**src/rtl/i2c_tx_sr_if.sv**
```systemverilog
`default_nettype none
// ============================================================================
// Module      : i2c_tx_sr_if
// Description : Controller/bus-side signal bundle for the I2C slave-transmit
//               shift register. The master modport is the controller side,
//               and the slave modport is the shift register itself.
// Revision    : 1.0 - initial release
// ============================================================================
interface i2c_tx_sr_if #(
  parameter int NUM_BITS = 8
);

  logic [NUM_BITS-1:0] tx_data;
  logic                load_data;
  logic                scl_rise;
  logic                scl_fall;
  logic                sda_in;
  logic                abort;
  logic                sda_out;
  logic                busy;
  logic                byte_done;
  logic                ack_received;

  modport master (
    output tx_data, load_data, scl_rise, scl_fall, sda_in, abort,
    input  sda_out, busy, byte_done, ack_received
  );

  modport slave (
    input  tx_data, load_data, scl_rise, scl_fall, sda_in, abort,
    output sda_out, busy, byte_done, ack_received
  );

endinterface
`default_nettype wire

```
**src/rtl/i2c_tx_sr.sv**
```systemverilog
`default_nettype none
// ============================================================================
// Module      : i2c_tx_sr
// Description : I2C slave-transmitter shift register. It serialises a byte
//               MSB-first onto SDA, and it changes SDA only after SCL falling
//               edges. It then releases SDA for the master's ACK bit, samples
//               that bit, and reports the result to the controller.
//               NUM_BITS must be at least 2.
// Revision    : 1.0 - initial release
// ============================================================================
module i2c_tx_sr #(
  parameter int NUM_BITS    = 8,
  parameter int SYNC_STAGES = 2
) (
  input  logic            clk,
  input  logic            n_rst,
  i2c_tx_sr_if.slave      bus
);

  localparam int CW = (NUM_BITS > 1) ? $clog2(NUM_BITS) : 1;
  localparam logic [CW-1:0] c_last = CW'(NUM_BITS - 1);
  localparam logic [CW-1:0] c_one  = CW'(1);

  typedef enum logic [1:0] {
    ST_IDLE     = 2'd0,
    ST_ARMED    = 2'd1,
    ST_SHIFT    = 2'd2,
    ST_ACK_WAIT = 2'd3
  } state_t;

  state_t                r_state,   w_state;
  logic [CW-1:0]         r_bit_cnt, w_bit_cnt;
  logic [NUM_BITS-1:0]   r_shift,   w_shift;
  logic                  r_sda_out, w_sda_out;
  logic                  r_busy,    w_busy;
  logic                  r_byte_done, w_byte_done;
  logic                  r_ack,     w_ack;

  logic [SYNC_STAGES-1:0] r_sync;
  logic                   w_sda_sync;
  logic                   w_rise;
  logic                   w_fall;

  // The SDA synchroniser idles high because the line is pulled up when it is released.
  generate
    if (SYNC_STAGES > 1) begin : g_sync_chain
      // Shift raw SDA through the synchroniser chain.
      always_ff @(posedge clk or negedge n_rst) begin
        if (!n_rst) r_sync <= '1;
        else        r_sync <= {r_sync[SYNC_STAGES-2:0], bus.sda_in};
      end
    end else begin : g_sync_single
      // Use a single-flop synchroniser.
      always_ff @(posedge clk or negedge n_rst) begin
        if (!n_rst) r_sync <= '1;
        else        r_sync <= bus.sda_in;
      end
    end
  endgenerate

  assign w_sda_sync = r_sync[SYNC_STAGES-1];

  // Simultaneous rise and fall strobes are illegal, so the block treats them as no edge.
  assign w_rise = bus.scl_rise & ~bus.scl_fall;
  assign w_fall = bus.scl_fall & ~bus.scl_rise;

  // State and output registers. Reset releases SDA immediately without waiting for a clock.
  always_ff @(posedge clk or negedge n_rst) begin
    if (!n_rst) begin
      r_state     <= ST_IDLE;
      r_bit_cnt   <= '0;
      r_shift     <= '0;
      r_sda_out   <= 1'b1;
      r_busy      <= 1'b0;
      r_byte_done <= 1'b0;
      r_ack       <= 1'b0;
    end else begin
      r_state     <= w_state;
      r_bit_cnt   <= w_bit_cnt;
      r_shift     <= w_shift;
      r_sda_out   <= w_sda_out;
      r_busy      <= w_busy;
      r_byte_done <= w_byte_done;
      r_ack       <= w_ack;
    end
  end

  // Next-state logic: the transfer sequencer, with abort taking priority over everything else.
  always_comb begin
    w_state     = r_state;
    w_bit_cnt   = r_bit_cnt;
    w_shift     = r_shift;
    w_sda_out   = r_sda_out;
    w_byte_done = 1'b0;
    w_ack       = r_ack;

    if (bus.abort) begin
      w_state   = ST_IDLE;
      w_sda_out = 1'b1;
    end else begin
      unique case (r_state)
        ST_IDLE: begin
          w_sda_out = 1'b1;
          if (bus.load_data) begin
            w_shift = bus.tx_data;
            w_ack   = 1'b0;
            w_state = ST_ARMED;
          end
        end
        // SCL may still be high here, so the MSB waits for the next falling edge.
        ST_ARMED: begin
          w_sda_out = 1'b1;
          if (w_fall) begin
            w_sda_out = r_shift[NUM_BITS-1];
            w_bit_cnt = '0;
            w_state   = ST_SHIFT;
          end
        end
        ST_SHIFT: begin
          if (w_fall) begin
            if (r_bit_cnt != c_last) begin
              w_shift   = {r_shift[NUM_BITS-2:0], 1'b0};
              w_sda_out = r_shift[NUM_BITS-2];
              w_bit_cnt = r_bit_cnt + c_one;
            end else begin
              w_sda_out = 1'b1;
              w_state   = ST_ACK_WAIT;
            end
          end
        end
        ST_ACK_WAIT: begin
          w_sda_out = 1'b1;
          if (w_rise) begin
            w_ack       = ~w_sda_sync;
            w_byte_done = 1'b1;
            w_state     = ST_IDLE;
          end
        end
        default: begin
          w_state   = ST_IDLE;
          w_sda_out = 1'b1;
        end
      endcase
    end

    w_busy = (w_state != ST_IDLE);
  end

  assign bus.sda_out      = r_sda_out;
  assign bus.busy         = r_busy;
  assign bus.byte_done    = r_byte_done;
  assign bus.ack_received = r_ack;

endmodule
`default_nettype wire
```
**src/flat_wrapper.sv**
```systemverilog
// flat-port wrapper written by rule: the top's interface ports become plain ports
module i2c_tx_sr_flat 
#(
  parameter int NUM_BITS    = 8,
  parameter int SYNC_STAGES = 2
)
  (clk, n_rst, bus_tx_data, bus_load_data, bus_scl_rise, bus_scl_fall, bus_sda_in, bus_abort, bus_sda_out, bus_busy, bus_byte_done, bus_ack_received);
  i2c_tx_sr_if #(.NUM_BITS(NUM_BITS)) bus_i ();
  input  logic clk;
  input  logic n_rst;
  input wire logic [$bits(bus_i.tx_data)-1:0] bus_tx_data;
  input wire logic [$bits(bus_i.load_data)-1:0] bus_load_data;
  input wire logic [$bits(bus_i.scl_rise)-1:0] bus_scl_rise;
  input wire logic [$bits(bus_i.scl_fall)-1:0] bus_scl_fall;
  input wire logic [$bits(bus_i.sda_in)-1:0] bus_sda_in;
  input wire logic [$bits(bus_i.abort)-1:0] bus_abort;
  output wire logic [$bits(bus_i.sda_out)-1:0] bus_sda_out;
  output wire logic [$bits(bus_i.busy)-1:0] bus_busy;
  output wire logic [$bits(bus_i.byte_done)-1:0] bus_byte_done;
  output wire logic [$bits(bus_i.ack_received)-1:0] bus_ack_received;
  assign bus_i.tx_data = bus_tx_data;
  assign bus_i.load_data = bus_load_data;
  assign bus_i.scl_rise = bus_scl_rise;
  assign bus_i.scl_fall = bus_scl_fall;
  assign bus_i.sda_in = bus_sda_in;
  assign bus_i.abort = bus_abort;
  assign bus_sda_out = bus_i.sda_out;
  assign bus_busy = bus_i.busy;
  assign bus_byte_done = bus_i.byte_done;
  assign bus_ack_received = bus_i.ack_received;
  i2c_tx_sr #(.NUM_BITS(NUM_BITS), .SYNC_STAGES(SYNC_STAGES)) u_core (.clk(clk), .n_rst(n_rst), .bus(bus_i));
endmodule
```
**config.mk**
```make
export PLATFORM = sky130hd
export DESIGN_NAME = i2c_tx_sr_flat
export DESIGN_NICKNAME = d
export VERILOG_FILES = /design/src/rtl/i2c_tx_sr_if.sv /design/src/rtl/i2c_tx_sr.sv /design/src/flat_wrapper.sv
export SDC_FILE = /design/constraint.sdc
export NUM_CORES = 1
export LEC_CHECK = 0
export ABC_AREA = 1
export CAP_MARGIN = 0
export CORE_UTILIZATION = 30
export CTS_BUF_LIST = sky130_fd_sc_hd__clkbuf_8
export CTS_CLUSTER_SIZE = 20
export DETAILED_ROUTE_END_ITERATION = 7
export GPL_TIMING_DRIVEN = 0
export SYNTH_ARGS = -nofsm -noshare
export SYNTH_HDL_FRONTEND = slang
export SYNTH_SLANG_ARGS = --single-unit
```
**constraint.sdc**
```tcl
create_clock -name clk -period 1.5 [get_ports clk]
set_clock_uncertainty 0.05 [all_clocks]
set_input_delay 0.15 -clock clk [delete_from_list [all_inputs] [get_ports clk]]
set_output_delay 0.15 -clock clk [all_outputs]
set_load 0.1 [all_outputs]
```
### After elaboration in Yosys (flattened, before gate mapping)

Cells that the tools add are included.

| storage, ports and cells | value |
|---|---|
| register bits after elaboration | 19 |
| input bits | 15 |
| output and inout bits | 4 |
| word-level logic and storage cells | 60 |

| cells by class | value |
|---|---|
| $add $sub $neg | 1 |
| eq/ne operators | 10 |
| mux-type cells | 26 |
| bitwise operators | 6 |
| reduce and logical (&&, ||, !) cells | 9 |

Operators with widths:

| kind | number |
|---|---|
| two-way mux 8 bit | 3 |
| one-hot mux 8 bit (2 select lines) | 1 |
| two-way mux 2 bit | 6 |
| AND reduction 5 bit | 2 |
| two-way mux 1 bit | 9 |
| two-way mux 3 bit | 3 |
| inequality test 2 x 1 -> 1 bit, second input constant | 4 |
| one-hot mux 2 bit (4 select lines) | 1 |
| nonzero test 2 bit | 4 |
| one-hot mux 3 bit (2 select lines) | 1 |
| == test 2 bit, second input constant | 2 |
| inverter 1 bit | 4 |
| AND reduction 4 bit | 1 |
| adder 3 x 1 -> 3 bit, second input constant | 1 |
| inequality test 3 x 2 -> 1 bit, second input constant | 1 |
| inequality test 3 bit, second input constant | 1 |
| one-hot mux 1 bit (3 select lines) | 1 |
| bitwise AND 1 bit | 2 |
| == test 2 x 1 -> 1 bit, second input constant | 1 |
| logical NOT 2 bit | 1 |
| inequality test 2 bit, second input constant | 1 |
| one-hot mux 1 bit (2 select lines) | 1 |
| OR reduction 2 bit | 1 |

### Longest topological paths before layout

| logic depth | value |
|---|---|
| depth after elaboration | 6 |
| gate-level depth with buffers | 9 |

### Worst setup path after synthesis

OpenSTA, ideal clock, no wires.

| timing | value |
|---|---|
| kind | reg-to-reg |
| from | register u_core.r_bit_cnt[0] |
| to | register u_core.r_shift[2] |
| library setup time | 0.122 ns |
| arrival | 1.365 ns |
| required time | 1.328 ns |
| setup slack | -0.037 ns |
| cell stages (with the launch flop) | 8 |
| period minus slack after synthesis | 1.537 ns |
| cell sequence | dfrtp_1 > ha_1 > ha_1 > o21ai_4 > nand2_2 > buf_6 > nand2_1 > o21ai_2 |

| between the ends | value |
|---|---|
| word-level cells in the longest chain between the ends | 3 |

Ends and longest elaborated chain:

| element | line | source |
|---|---|---|
| from (decl) | i2c_tx_sr.sv:32 | `logic [CW-1:0] r_bit_cnt, w_bit_cnt;` |
| from (signal assigned) | i2c_tx_sr.sv:79 | `r_bit_cnt <= w_bit_cnt;` |
| inequality test 3 bit | i2c_tx_sr.sv:121 | `if (r_bit_cnt != c_last) begin` |
| inequality test 2 x 1 -> 1 bit (no line) | n/a |  |
| AND reduction 5 bit (no line) | n/a |  |
| to (signal assigned) | i2c_tx_sr.sv:80 | `r_shift <= w_shift;` |
| to (decl) | i2c_tx_sr.sv:33 | `logic [NUM_BITS-1:0] r_shift, w_shift;` |

No other way between the ends.
A chain may end at the register's enable or synchronous reset.

### Worst setup path after layout

| timing | value |
|---|---|
| from | register u_core.r_bit_cnt[1] |
| to | register u_core.r_shift[0] |

Same word-level chain as after synthesis.

==> flow_summary.yaml <==
timing:
  fmax_mhz: 679.2
  period_share_pct: 98.15
  worst_pin_slew_ps: 865.5
  hold_violations: 0
  slew_viol_final: 0
  max_slew_margin_pct: 42.12
  fin_setup_tns_ps: 0
  setup_viol_count_final: 0
  setup_ws_ps: 27.74
  min_period_ps: 1472
  rsz0062_at_grt: "true"
pwr:
  cellInternalPower_mw: 1.554
  p_clk_share_pct: 12.7
  power.density_mw_per_mm2: 1788
  peakVddDrop_mv: 0.6440
  comb_power_share_pct: 57.8
  leakagePower_nw: 0.7364
  power_switching_share_pct: 43.69
  seq_power_share_pct: 29.5
  switchingPower_mw: 1.205
  p_total_mw: 2.759
global_routing:
  grt_remaining_overflow: 0
  grt_pass1_vias: 918
  use_met1_pct: 16.56
  top_usage_layer: "met2"
  grt_pass1_wl_um: 3829
  met3_usage_pct: 2.521
  met2_usage_pct: 24.88
  grt_max_degree: 20
  grt_use_total_pct: 14.17
  antenna_found_initial: 0
floorplan:
  die_w_um: 61.54
  initial_utilization_pct: 31.62
  die_y_um: 61.54
  io_pins: 19
  die_area_mm2: 0.003787
  coreArea_mm2: 0.003363
  rows: 21
critical_path:
  arrival_ps: 1570
  cp_slowest_stage_delay_ps: 390
  cp_data_required_time_ps: 1600
  crit_chain: "ha_2, ha_4, o21ai_4, nand2_4, buf_4, nand2_1, o21ai_2"
  crit_slowest_cell: "dfrtp_1"
  end_kind: "flip-flop"
  cp_top_family: "flip-flops"
  worst-path-buf-inv: 1
  crit_fanout: 5
  path_class: "reg -> reg"
  start_kind: "flip-flop"
job:
  max_cap_violations: 0
routing:
  routed_wirelength_um: 2377
  drc: 0
  drt_iter0_markers: 15
  via_per_inst: 4.637
  drtPass1Iterations: 5
  vias: 932
  ant_nets: 0
  post_drt_wl_per_cell_um: 11.83
outcome:
  status: "finished, final reports clean"
yosys:
  ys_ff_latch: 19
  synth.distinct_cells: 20
  yosysWarnings: 0
  postSynthAreaPerCell_um2: 8.577
  synth_nets: 145
  seq_area_frac_synth_pct: 45.06
  syn_inst: 124
  netlist_area_mm2: 0.001064
place:
  place_congestion: 0.8100
  pre_cts_slack_ps: -332.0
  dp_hpwl_um: 1557
  dp_cells: 188
  numPortBuffers: 18
clock_network:
  clock_sinks: 19
  cts_tree: "built"
  worstSkewPairLatency_ps: 260
  cts_root_buffer: "clkbuf_8"
  clkTransAtPathRegs_ps: 70
  cts_max_level: 1
  numCtsBuffers: 3
  clockBufferDepth: 2
layout:
  nFillCells: 355
  layout-drive-gt1-share_pct: 34.84
  multiInputGateArea_um2: 605.6
  diodes: 0
  seqCellArea_um2: 480.5
  synthToLayoutAreaGrowth_pct: 45.06
  final_cell_mix: "nand2_1 (29), dfrtp_1 (15), inv_1 (14), clkdlybuf4s50_1 (14), nand2_2 (9)"
  layout_commonest_cell: "nand2_1"
  num-nets-final: 177
  post-route-util_pct: 45.87
  final_cells: 201
worst_hold_path:
  hold_class: "in -> reg"
[routing by layer]
metal  vias up  routed length, um
li1        460                  -
met1       435               1006
met2        30               1218
met3         7                 99
met4         0                 53
met5         -                  0
[layout make-up]
class	instances	area share [%]
Buffer	2	1.703
Clock buffer	3	2.676
Clock inverter	1	0.2433
Inverter	16	3.893
Multi-Input combinational cell	87	39.25
Sequential cell	19	31.14
Tap cell	46	3.731
Timing Repair Buffer	27	17.36
[kinds of logic (layout without fill, tap and decap cells)]
family,count (synthesis),in the layout,synth area share [%]
compound gates,13,13,10.00
fa+ha+maj,6,6,7.059
buf+inv,18,49,7.411
flops,19,19,45.06
mux,6,6,5.647
simple gates,62,62,24.82
[metrics by stage]
| step | cell area, um^2 | hold slack (ps) |
|---|---|---|
| floorplan | 1069 | -195.6 |
| global placement | 1306 | 295.8 |
| detailed placement | 1306 | 300.0 |
| CTS | 1450 | 242.3 |
| global route | 1543 | 263.0 |
| finish | 1543 | 248.7 |
[final timing paths]
path / from / to / slack (ps) / depth (start not counted)
max in group asynchronous: n_rst / u_core.r_state[0] / 480 / 1
min in group asynchronous: n_rst / u_core.r_shift[4] / 340 / 1
min: bus_sda_in / u_core.r_sync[0] / 250 / 1
min reg2reg: u_core.r_sync[0] / u_core.r_sync[1] / 310 / 0
max: u_core.r_bit_cnt[1] / u_core.r_shift[0] / 30 / 7
max reg2reg: u_core.r_bit_cnt[1] / u_core.r_shift[0] / 30 / 7
[power by group through the flow]
stage	clock [mW]	combinational (mW)	sequential [mW]
2_1_floorplan	0	0.734	0.975
3_3_place_gp	0	1.14	0.800
3_5_place_dp	0	1.16	0.813
4_1_cts	0.369	1.36	0.784
5_1_grt	0.389	1.76	0.840
6_report	0.350	1.59	0.814
[state kept, by name, summed over array words and instances, names as in the netlist]
register                 flops
u_core.bus.ack_received      1
u_core.bus.sda_out           1
u_core.r_bit_cnt             3
u_core.bus.byte_done         1
u_core.bus.busy              1
u_core.r_shift               8
u_core.r_state               2
u_core.r_sync                2
[synthesized netlist by cell type, drive strengths merged]
master | number | area [um^2]
a21oi | 2 | 10.01
ha | 6 | 75.07
o21ai | 11 | 96.35
inv | 16 | 60.05
dfrtp | 16 | 400.4
nand4 | 5 | 31.28
nand3 | 4 | 20.02
buf | 2 | 18.77
nand2 | 41 | 158.9
nor3b | 1 | 7.510
nor3 | 1 | 5.000
mux2i | 6 | 60.06
nor2 | 9 | 33.78
nand3b | 1 | 7.510
dfstp | 3 | 78.83
[repair_timing]
item	in CTS	in global routing
buffers inserted	8	0
endpoints found under the setup margin	15	13
gates resized for setup	25	19
hold buffers	0	0
pin swaps	3	4
cloned	0	1
(Power assumes the default switching activity.)
